==> src/rtl/drop_scheduler.sv <==
`default_nettype none
// ============================================================================
// Module   : drop_scheduler
// Brief    : Gravity and lock-delay scheduler for the active Tetris piece.
//            Counts 10 ms ticks and asks the board to drop the piece one row
//            or to lock it, each through a req/ack handshake.
// Options  : LOCK_RESET_EN - when defined, move_done restarts the lock delay
//            (at most 15 times per piece).
// Revision : 1.0 - initial release
// ============================================================================
module drop_scheduler #(
  parameter int unsigned LEVEL_W    = 4,
  parameter int unsigned BASE_TICKS = 100,
  parameter int unsigned STEP_TICKS = 8,
  parameter int unsigned MIN_TICKS  = 5,
  parameter int unsigned SOFT_TICKS = 5,
  parameter int unsigned LOCK_TICKS = 50,
  parameter int unsigned CNT_W      = 8
) (
  input  logic               clk,
  input  logic               reset,
  input  logic               tick_10ms,
  input  logic [LEVEL_W-1:0] level,
  input  logic               spawn,
  input  logic               grounded,
  input  logic               soft_drop,
  input  logic               pause,
  input  logic               move_done,
  input  logic               drop_ack,
  input  logic               lock_ack,
  output logic               drop_req,
  output logic               lock_req,
  output logic [2:0]         state_o
);

  typedef enum logic [2:0] {
    S_IDLE      = 3'd0,
    S_FALL      = 3'd1,
    S_DROP_WAIT = 3'd2,
    S_LOCK      = 3'd3,
    S_LOCK_WAIT = 3'd4
  } state_t;

  localparam logic [15:0] C_BASE = 16'(BASE_TICKS);
  localparam logic [15:0] C_STEP = 16'(STEP_TICKS);
  localparam logic [15:0] C_MIN  = 16'(MIN_TICKS);
  localparam logic [15:0] C_SOFT = 16'(SOFT_TICKS);
  localparam logic [15:0] C_LOCK = 16'(LOCK_TICKS);

  state_t             state_q, state_d;
  logic [CNT_W-1:0]   fall_cnt_q, fall_cnt_d;
  logic [CNT_W-1:0]   lock_cnt_q, lock_cnt_d;
  logic               drop_req_q, drop_req_d;
  logic               lock_req_q, lock_req_d;

  logic [15:0]        w_level_prod;
  logic [15:0]        w_norm;
  logic [15:0]        w_eff;
  logic [15:0]        w_fall_next;
  logic [15:0]        w_lock_next;
  logic               w_active_tick;

`ifdef LOCK_RESET_EN
  logic [3:0]         mv_cnt_q, mv_cnt_d;
`else
  logic               unused_move_done;
  assign unused_move_done = move_done;
`endif

  // Drop interval: level-scaled, clamped at the floor, shortened by soft drop.
  always_comb begin
    w_level_prod = 16'(level) * C_STEP;
    if (w_level_prod > (C_BASE - C_MIN)) begin
      w_norm = C_MIN;
    end else begin
      w_norm = C_BASE - w_level_prod;
    end
    w_eff = w_norm;
    if (soft_drop && (C_SOFT < w_norm)) begin
      w_eff = C_SOFT;
    end
  end

  assign w_active_tick = tick_10ms & ~pause;
  assign w_fall_next   = 16'(fall_cnt_q) + 16'd1;
  assign w_lock_next   = 16'(lock_cnt_q) + 16'd1;

  // Next-state, counter and request logic; requests are registered outputs.
  always_comb begin
    state_d    = state_q;
    fall_cnt_d = fall_cnt_q;
    lock_cnt_d = lock_cnt_q;
    drop_req_d = drop_req_q;
    lock_req_d = lock_req_q;
`ifdef LOCK_RESET_EN
    mv_cnt_d   = mv_cnt_q;
`endif
    case (state_q)
      S_IDLE: begin
        if (spawn) begin
          state_d    = S_FALL;
          fall_cnt_d = '0;
`ifdef LOCK_RESET_EN
          mv_cnt_d   = '0;
`endif
        end
      end
      S_FALL: begin
        // Grounding beats a coincident tick.
        if (grounded) begin
          state_d    = S_LOCK;
          lock_cnt_d = '0;
        end else if (w_active_tick) begin
          // >= so that a shrunken interval fires on the very next tick.
          if (w_fall_next >= w_eff) begin
            fall_cnt_d = '0;
            drop_req_d = 1'b1;
            state_d    = S_DROP_WAIT;
          end else begin
            fall_cnt_d = w_fall_next[CNT_W-1:0];
          end
        end
      end
      S_DROP_WAIT: begin
        // Ticks here are discarded; the count stays frozen until the ack.
        if (drop_ack) begin
          drop_req_d = 1'b0;
          state_d    = S_FALL;
        end
      end
      S_LOCK: begin
        if (!grounded) begin
          // Slid off a ledge: restart gravity from a clean interval.
          state_d    = S_FALL;
          fall_cnt_d = '0;
        end
`ifdef LOCK_RESET_EN
        else if (move_done && (mv_cnt_q != 4'd15)) begin
          lock_cnt_d = '0;
          mv_cnt_d   = mv_cnt_q + 4'd1;
        end
`endif
        else if (w_active_tick) begin
          if (w_lock_next >= C_LOCK) begin
            lock_req_d = 1'b1;
            state_d    = S_LOCK_WAIT;
          end else begin
            lock_cnt_d = w_lock_next[CNT_W-1:0];
          end
        end
      end
      S_LOCK_WAIT: begin
        if (lock_ack) begin
          lock_req_d = 1'b0;
          state_d    = S_IDLE;
        end
      end
      default: begin
        state_d    = S_IDLE;
        drop_req_d = 1'b0;
        lock_req_d = 1'b0;
      end
    endcase
  end

  // State and counter registers; reset abandons any pending handshake.
  always_ff @(posedge clk) begin
    if (reset) begin
      state_q    <= S_IDLE;
      fall_cnt_q <= '0;
      lock_cnt_q <= '0;
      drop_req_q <= 1'b0;
      lock_req_q <= 1'b0;
`ifdef LOCK_RESET_EN
      mv_cnt_q   <= '0;
`endif
    end else begin
      state_q    <= state_d;
      fall_cnt_q <= fall_cnt_d;
      lock_cnt_q <= lock_cnt_d;
      drop_req_q <= drop_req_d;
      lock_req_q <= lock_req_d;
`ifdef LOCK_RESET_EN
      mv_cnt_q   <= mv_cnt_d;
`endif
    end
  end

  assign drop_req = drop_req_q;
  assign lock_req = lock_req_q;
  assign state_o  = state_q;

endmodule
`default_nettype wire

==> config.mk <==
export PLATFORM = sky130hd
export DESIGN_NAME = drop_scheduler
export DESIGN_NICKNAME = d
export VERILOG_FILES = /design/src/rtl/drop_scheduler.sv
export SDC_FILE = /design/constraint.sdc
export NUM_CORES = 1
export LEC_CHECK = 0
export CORE_ASPECT_RATIO = 0.8
export CORE_MARGIN = 2
export CORE_UTILIZATION = 35
export DETAILED_ROUTE_END_ITERATION = 8
export SLEW_MARGIN = 15
export SYNTH_ARGS = -nofsm -noshare
export SYNTH_HDL_FRONTEND = slang
export SYNTH_SLANG_ARGS = --single-unit
==> constraint.sdc <==
create_clock -name clk -period 3.6 [get_ports clk]
set_clock_uncertainty 0.1 [all_clocks]
set_input_delay 0.72 -clock clk [delete_from_list [all_inputs] [get_ports clk]]
set_output_delay 0.72 -clock clk [all_outputs]
set_load 0.05 [all_outputs]
# Word-level counts from Yosys, hierarchy flattened
# Cells that the tools add are included.
[classes] n_bitwise=4 reduce_logical=11 addsub=3 muxes=33 n_lt_le_gt_ge=4 eq_ne=20
[op_table] op="two-way mux 8 bit" n=9
[op_table] op="two-way mux 16 bit" n=2
[op_table] op="two-way mux 3 bit" n=9
[op_table] op="inequality test 2 bit (second input constant)" n=12
[op_table] op="case mux 8 bit (3 select lines)" n=1
[op_table] op="AND reduction 5 bit" n=4
[op_table] op="adder 8 x 1 -> 9 bit (second input constant)" n=2
[op_table] op="greater-or-equal comparator 9 x 16 -> 1 bit" n=1
[op_table] op="less-than comparator 3 x 16 -> 1 bit (first input constant)" n=1
[op_table] op="case mux 8 bit (2 select lines)" n=1
[op_table] op="case mux 3 bit (5 select lines)" n=1
[op_table] op="inequality test 3 bit (second input constant)" n=4
[op_table] op="greater-or-equal comparator 9 x 6 -> 1 bit (second input constant)" n=1
[op_table] op="two-way mux 1 bit" n=8
[op_table] op="subtractor 7 x 7 -> 8 bit (first input constant)" n=1
[op_table] op="> comparator 7 bit (second input constant)" n=1
[op_table] op="AND reduction 7 bit" n=1
[op_table] op="equality test 3 x 2 -> 1 bit (second input constant)" n=2
[op_table] op="case mux 1 bit (3 select lines)" n=2
[op_table] op="OR reduction 3 bit" n=2
[op_table] op="equality test 3 x 1 -> 1 bit (second input constant)" n=1
[op_table] op="equality test 3 bit (second input constant)" n=1
[op_table] op="logical NOT 3 bit" n=1
[op_table] op="inverter 1 bit" n=3
[op_table] op="other kinds (4)" n=4
[totals] wordCells=80 inputBits=14 register_bits=21

# Depth between registers and ports, before layout
# Gate-level depths: netlist of the first run.
[logic_depth] ltp_word=10 mapped_depth=12 depth_no_buf=12

# Worst setup path after synthesis of the first run
# No wires, ideal clock.
[synth_timing] kind="reg-to-reg" start="register fall_cnt_q[0]" end="register fall_cnt_q[2]" slack_ns=0.716 path_stages_with_launch=13 t_required_ns=3.431 n_path_buf=0 arrival_time_ns=2.715 cell_sequence="dfxtp_1 > ha_1 > nand3_1 > or2_2 > and2_1 > or2_2 > ha_1 > a21oi_1 > o31ai_1 > or4_4 > nor3_4 > nand2_1 > o21ai_1"
[synth_between] elab_chain_cells=6
[synth_lines] element="from (decl)" line_no="51" rtl="logic [CNT_W-1:0] fall_cnt_q, fall_cnt_d;"
[synth_lines] element="from (signal assigned)" line_no="179" rtl="fall_cnt_q <= fall_cnt_d;"
[synth_lines] element="adder 8 x 1 -> 9 bit (*)" line_no="85" rtl="assign w_fall_next = 16'(fall_cnt_q) + 16'd1;"
[synth_lines] element="greater-or-equal comparator 9 x 16 -> 1 bit" line_no="115" rtl="if (w_fall_next >= w_eff) begin"
[synth_lines] element="two-way mux 8 bit (*)" line_no="115"
[synth_lines] element="two-way mux 8 bit (*)" line_no="113" rtl="end else if (w_active_tick) begin"
[synth_lines] element="two-way mux 8 bit (*)" line_no="110" rtl="if (grounded) begin"
[synth_lines] element="case mux 8 bit (3 select lines) (*)" line_no="98" rtl="case (state_q)"
# Every way passes the cells marked *; elsewhere a longest branch is shown, timed or not. The select of a mux whose other input is x is not followed.
# A chain may end at the register's enable or synchronous reset.

# Worst setup path in the final report of the first run
# Ends and elaborated chain as after synthesis.

==> results of run 1 <==
[sequential cells by signal, summed over array words and instances (netlist names)]
signal / flops
drop_req: 1
fall_cnt_q: 8
lock_cnt_q: 8
lock_req: 1
state_o: 3
[per-stage QoR]
| stage | hold WS, ns | total power [µW] | area [µm²] | setup slack [ns] |
|---|---|---|---|---|
| global route | 0.428 | 507 | 1850 | 0.180 |
| finish | 0.389 | 482 | 1850 | 0.422 |
| CTS | 0.390 | 489 | 1850 | 0.408 |
| floorplan | 0.348 | 299 | 1590 | 0.716 |
| global placement | 0.371 | 329 | 1800 | 0.300 |
| detailed placement | 0.378 | 329 | 1800 | 0.237 |
[worst max-delay path by stage]
stage                    endpoint  slack, ns  cells past startpoint
global placement       state_o[0]       0.30                     12
CTS                 fall_cnt_q[2]       0.41                     12
floorplan           fall_cnt_q[2]       0.72                     12
finish              fall_cnt_q[2]       0.42                     12
global route        fall_cnt_q[2]       0.18                     12
detailed placement     state_o[0]       0.24                     12
[cell usage in the layout, fill, tap and decap left out, drive strengths merged, types with 3 or more instances in the layout]
| cell | count |
|---|---|
| nor2b | 8 |
| dfxtp | 21 |
| nand2b | 4 |
| or2 | 6 |
| o21ai | 9 |
| clkbuf | 3 |
| and3 | 8 |
| nand3 | 6 |
| inv | 7 |
| o31ai | 3 |
| nand2 | 21 |
| ha | 10 |
| o311a | 3 |
| a21oi | 11 |
| clkdlybuf4s50 | 17 |
| nor3 | 6 |
| xor2 | 3 |
| nor2 | 21 |
| a21o | 4 |
[power by group]
part	leakage (µW)	internal [µW]	switching, µW
Sequential	0.000170	234	7.19
Combinational	0.000588	37.4	44.9
Clock	0.0000255	77.2	81.2
Total	0.000783	349	133
[cells by family (layout without fill, tap and decap cells)]
kind of cell | after synthesis | count (layout) | share of synthesized area, %
adders and majority gates | 10 | 10 | 7.89
and+or+nand+nor | 93 | 93 | 33.2
muxes | 3 | 3 | 2.76
buffers and inverters | 15 | 30 | 4.34
DFF | 21 | 21 | 26.5
AOI/OAI and AO/OA | 49 | 49 | 22.3
other | 1 | 1 | 0.237
xor gates and xnor gates | 5 | 5 | 2.76
[final cells by class]
type	count	area (µm²)	area share, %
multi-input combinational	161	1100	59.4
sequential	21	420	22.8
timing repair buffer	19	185	10.0
tap	57	71.3	3.86
clock buffer	3	41.3	2.24
inverter	7	26.3	1.42
clock inverter	1	5.00	0.271
[layer usage]
metal	global-route usage [%]	up-vias	wire, µm
met4	2.59	0	16
met2	21.4	30	1370
li1	-	745	-
met1	23.1	641	1980
met3	3.39	2	162
met5	0	-	0
[synthesized netlist by cell type (all sizes together) (3+ instances only)]
| cell | count |
|---|---|
| dfxtp | 21 |
| nand2 | 21 |
| nor2 | 21 |
| a21oi | 11 |
| ha | 10 |
| o21ai | 9 |
| and3 | 8 |
| nor2b | 8 |
| inv | 7 |
| nand3 | 6 |
| nor3 | 6 |
| or2 | 6 |
| buf | 5 |
| a21o | 4 |
| nand2b | 4 |
| clkbuf | 3 |
| o311a | 3 |
| o31ai | 3 |
| xor2 | 3 |
[worst min-delay path: stages, from the launching register on]
cell	delay, ns
dfxtp_1	0.35
nand2_1	0.06
nand2_1	0.04
==> results.yml, run 1 <==
route:
  via_count: 1418
  dr.pass1.iters: 4
  wl_mm: 3.53
  ant_nets: 0
  wl_per_cell_um: 13.1
  drc: 0
  viasPerCell: 5.27
  drt-initial-drc-count: 85
yosys:
  avgSynthCellArea_um2: 8.05
  yosysSeqAreaShare_pct: 26.5
  async_flop_share_pct: 0
  yosys-top-cells-area: "dfxtp_1 (27%), ha_1 (7.9%), nand2_1 (4.7%)"
  ys_warn_count: 0
  synth_seq_cells: 21
  synth_area_leader_cell: "dfxtp_1"
  synthCells: 197
  yosysTopAreaCellShare_pct: 26.5
  ys_types: 58
  synth_fp_nets: 221
  ys.flop_type: "dfxtp_1"
  syn_area_mm2: 0.00159
  synth-edff-count: 0
clocking:
  cts_buffer_depth: 2
  postCtsHoldBufs: 0
  insertion_delay_ns: 0.26
  cts_tree: "done"
  cts-resized-gates: 0
  cts_buffers: 3
  cts.sinks: 21
  clk_pin_slew_ns: 0.08
  cts_root_buf: "clkbuf_8"
  ctsHtreeMaxLevel: 1
  post_cts_buffers: 0
die:
  num_rows: 21
  core_area_mm2: 0.00426
  initial_core_util_pct: 37.2
  die_w_um: 79.2
  design.die.area_mm2: 0.00509
  io_pins: 19
  die_y_um: 64.2
sta:
  tightest_slew_ns: 0.608
  setup_viol: 0
  min_period_ns: 3.18
  setup_tns_ns: 0
  slew_violations: 0
  report.final.hold_viol_count: 0
  max_freq_ghz: 0.315
  slew_headroom_pct: 59.4
  fin_crit_sh_pct: 88.3
  grt_setup_unrepaired: "false"
job:
  maxCapViolations: 0
cells_and_area:
  n_fill_cell: 452
  syn_to_final_growth_pct: 16.4
  antenna_cells: 0
  drive_gt1_share_pct: 12.3
  nets: 237
  utilization_pct: 43.4
  instances_no_fill: 269
place:
  place_congestion: 0.780
  io_buffers: 17
  dpl.cell_count: 265
  dp_hpwl_mm: 2.75
critical_path:
  crit_type: "reg -> reg"
  end_kind: "register"
  crit_family: "simple AND/OR/NAND/NOR gates"
  reg2reg_to: "fall_cnt_q[2]"
  path_cells: "ha_1 -> nand3_1 -> or2_2 -> and2_1 -> or2_2 -> ha_1 -> a21oi_1 -> o31ai_1 -> or4_4 -> nor3_4 -> nand2_1 -> o21ai_1"
  worstPathRequired_ns: 3.70
  r2r_start: "fall_cnt_q[0]"
  crit_start: "fall_cnt_q[0]"
  worst-path-buf-inv: 0
  cp-start-kind: "register"
  r2r_slack_ns: 0.42
  slowest_delay_ns: 0.53
  reg2reg_depth: 12
  cp.arrival_ns: 3.28
  path_max_fanout: 5
  cp_slowest_cell: "or4_4"
worst_hold_path:
  hold_class: "reg -> reg"
  min_from: "fall_cnt_q[6]"
  holdPathEnd: "fall_cnt_q[6]"
  holdPathStages: 2
pwr:
  ir_drop_uv: 164
  leakagePower_uw: 0.000783
  power_density_mw_per_mm2: 261
global_routing:
  grt_antenna_before_repair: 0
  grt.overflow.total: 0
  grt_pass1_wl_mm: 6.13
  grt_max_degree: 21
  grt_pass1_vias: 1310
  gr-usage-all-layers_pct: 15.0
outcome:
  status: "finished clean"
Power figures use the tool's default switching activity.
==> run 2, diff against run 1 <==
--- a/config.mk
+++ b/config.mk
@@ -9,6 +9,7 @@
 export CORE_MARGIN = 2
 export CORE_UTILIZATION = 35
 export DETAILED_ROUTE_END_ITERATION = 8
+export HOLD_SLACK_MARGIN = 0.06
 export SLEW_MARGIN = 15
 export SYNTH_ARGS = -nofsm -noshare
 export SYNTH_HDL_FRONTEND = slang
==> constraint.sdc (replaced) <==
create_clock -name clk -period 3.9 [get_ports clk]
set_clock_uncertainty 0.1 [all_clocks]
set_input_delay 0.78 -clock clk [delete_from_list [all_inputs] [get_ports clk]]
set_output_delay 0.78 -clock clk [all_outputs]
set_load 0.05 [all_outputs]
==> run 2 against run 1 <==
Effect of this change: wire length shrank 3.1%; hold slack lost 0.0062 ns; cell count shrank 0.37%; first-iteration DRC count shrank 2.4%; largest cell class unchanged; clock-buffer cell count grew 1; critical path depth shrank 1; flip-flop and latch count is the same; sequential share of layout area grew 0.11 points; critical path type is now in -> reg; highest routed layer unchanged; global-route usage shrank 0.33 points; combinational power shrank 7.4%; non-clock buffer count shrank 1.
==> results.yml, run 2 (synthesized netlist as in run 1, its figures left out) <==
critical_path:
  cp-start-kind: "input pin"
  path_max_fanout: 6
  cp.arrival_ns: 3.27
  r2r_slack_ns: 0.73
  worstPathRequired_ns: 3.94
  reg2reg_to: "fall_cnt_q[2]"
  crit_type: "in -> reg"
  reg2reg_depth: 12
  end_kind: "register"
  r2r_start: "fall_cnt_q[0]"
route:
  viasPerCell: 5.29
  drc: 0
  m1WireLength_mm: 1.99
  drt-initial-drc-count: 83
  wl_per_cell_um: 12.8
  met3_length_um: 123
  ant_nets: 0
  via_count: 1417
  dr.pass1.iters: 4
  dr.max_layer_used: "met4"
  wl_met2_mm: 1.30
  wl_mm: 3.42
sta:
  setup_viol: 0
  slew_headroom_pct: 59.0
  fin_crit_sh_pct: 82.9
  tightest_slew_ns: 0.615
  hold_slack_ns: 0.383
  report.final.hold_viol_count: 0
  setup_tns_ns: 0
  max_freq_ghz: 0.309
  slew_violations: 0
  grt_setup_unrepaired: "false"
  min_period_ns: 3.24
pwr:
  power_density_mw_per_mm2: 241
  ir_drop_uv: 133
  leakagePower_uw: 0.000775
  p_total_uw: 443
global_routing:
  grt_max_degree: 21
  grt_antenna_before_repair: 0
  gr-usage-all-layers_pct: 14.7
  grt_pass1_vias: 1252
  grt.overflow.total: 0
  grt_pass1_wl_mm: 6.04
cells_and_area:
  most-common-layout-cells: "dfxtp_1 (21), nand2_1 (20), nor2_1 (20), clkdlybuf4s50_1 (17), a21oi_1 (11)"
  regArea_um2: 420
  multi_input_area_mm2: 0.00110
  syn_to_final_growth_pct: 15.9
  nets: 236
  final_common_cell: "dfxtp_1"
  antenna_cells: 0
  drive_gt1_share_pct: 11.4
  fin_area_mm2: 0.00184
  instances_no_fill: 268
  n_fill_cell: 427
job:
  maxCapViolations: 0
place:
  place_area_mm2: 0.00179
  dpl.cell_count: 264
  dp_hpwl_mm: 2.62
  io_buffers: 17
  place_congestion: 0.776
clocking:
  clk_pin_slew_ns: 0.08
  postCtsHoldBufs: 0
  cts_tree: "done"
  cts-resized-gates: 0
  insertion_delay_ns: 0.26
  cts_root_buf: "clkbuf_8"
  cts.sinks: 21
  cts_buffer_depth: 2
  cts_buffers: 3
  ctsHtreeMaxLevel: 1
  post_cts_buffers: 0
die:
  die_w_um: 79.2
  design.die.area_mm2: 0.00509
  initial_core_util_pct: 37.2
  num_rows: 21
  die_y_um: 64.2
  io_pins: 19
  core_area_mm2: 0.00426
worst_hold_path:
  holdPathEnd: "fall_cnt_q[6]"
  min_from: "fall_cnt_q[6]"
  hold_class: "reg -> reg"
  holdPathStages: 2
outcome:
  status: "finished clean"
==> run 2: worst max-delay path by stage <==
stage                        startpoint       endpoint  slack, ns  depth (start not counted)
final                          level[0]     state_o[1]       0.66                         11
after global routing      fall_cnt_q[0]  fall_cnt_q[2]       0.40                         12
after CTS                      level[0]     state_o[1]       0.67                         11
after detailed placement       level[0]     state_o[1]       0.40                         11
after global placement         level[0]     state_o[1]       0.43                         11
after floorplan           fall_cnt_q[0]  fall_cnt_q[2]       1.02                         12
==> run 2: critical path: stages <==
cell and delay [ns]:
clkdlybuf4s50_1 0.49, inv_1 0.05, ha_1 0.19, xor2_1 0.15, nand2_1 0.08, ha_1 0.30
nor2b_1 0.13, o311a_1 0.42, or2_1 0.29, a221oi_1 0.26, o22ai_1 0.12
==> run 2: through the flow <==
| step | util (%) | worst slack (ns) |
|---|---|---|
| finish | 43.2 | 0.665 |
| detailed placement | 42.1 | 0.403 |
| global placement | 42.1 | 0.433 |
| CTS | 43.2 | 0.673 |
| floorplan | - | 1.02 |
| global route | 43.2 | 0.402 |
==> run 2: where the power goes <==
| group | leakage (µW) | switching (µW) | internal, µW |
|---|---|---|---|
| sequential | 0.000170 | 6.64 | 216 |
| combinational | 0.000582 | 41.7 | 34.5 |
| clock | 0.0000228 | 71.2 | 72.7 |
| total | 0.000775 | 119 | 324 |
==> run 2: layout make-up <==
class                           count  area share, %
Clock buffer                        4           2.45
Multi-Input combinational cell    161           59.7
Tap cell                           57           3.88
Inverter                            7           1.43
Sequential cell                    21           22.9
Timing Repair Buffer               18           9.67
==> run 2: per-layer routing <==
layer  up-vias  GRT usage [%]
li1        749              -
met1       643           24.0
met2        23           19.4
met3         2           2.97
met4         0           2.59
met5         -              0
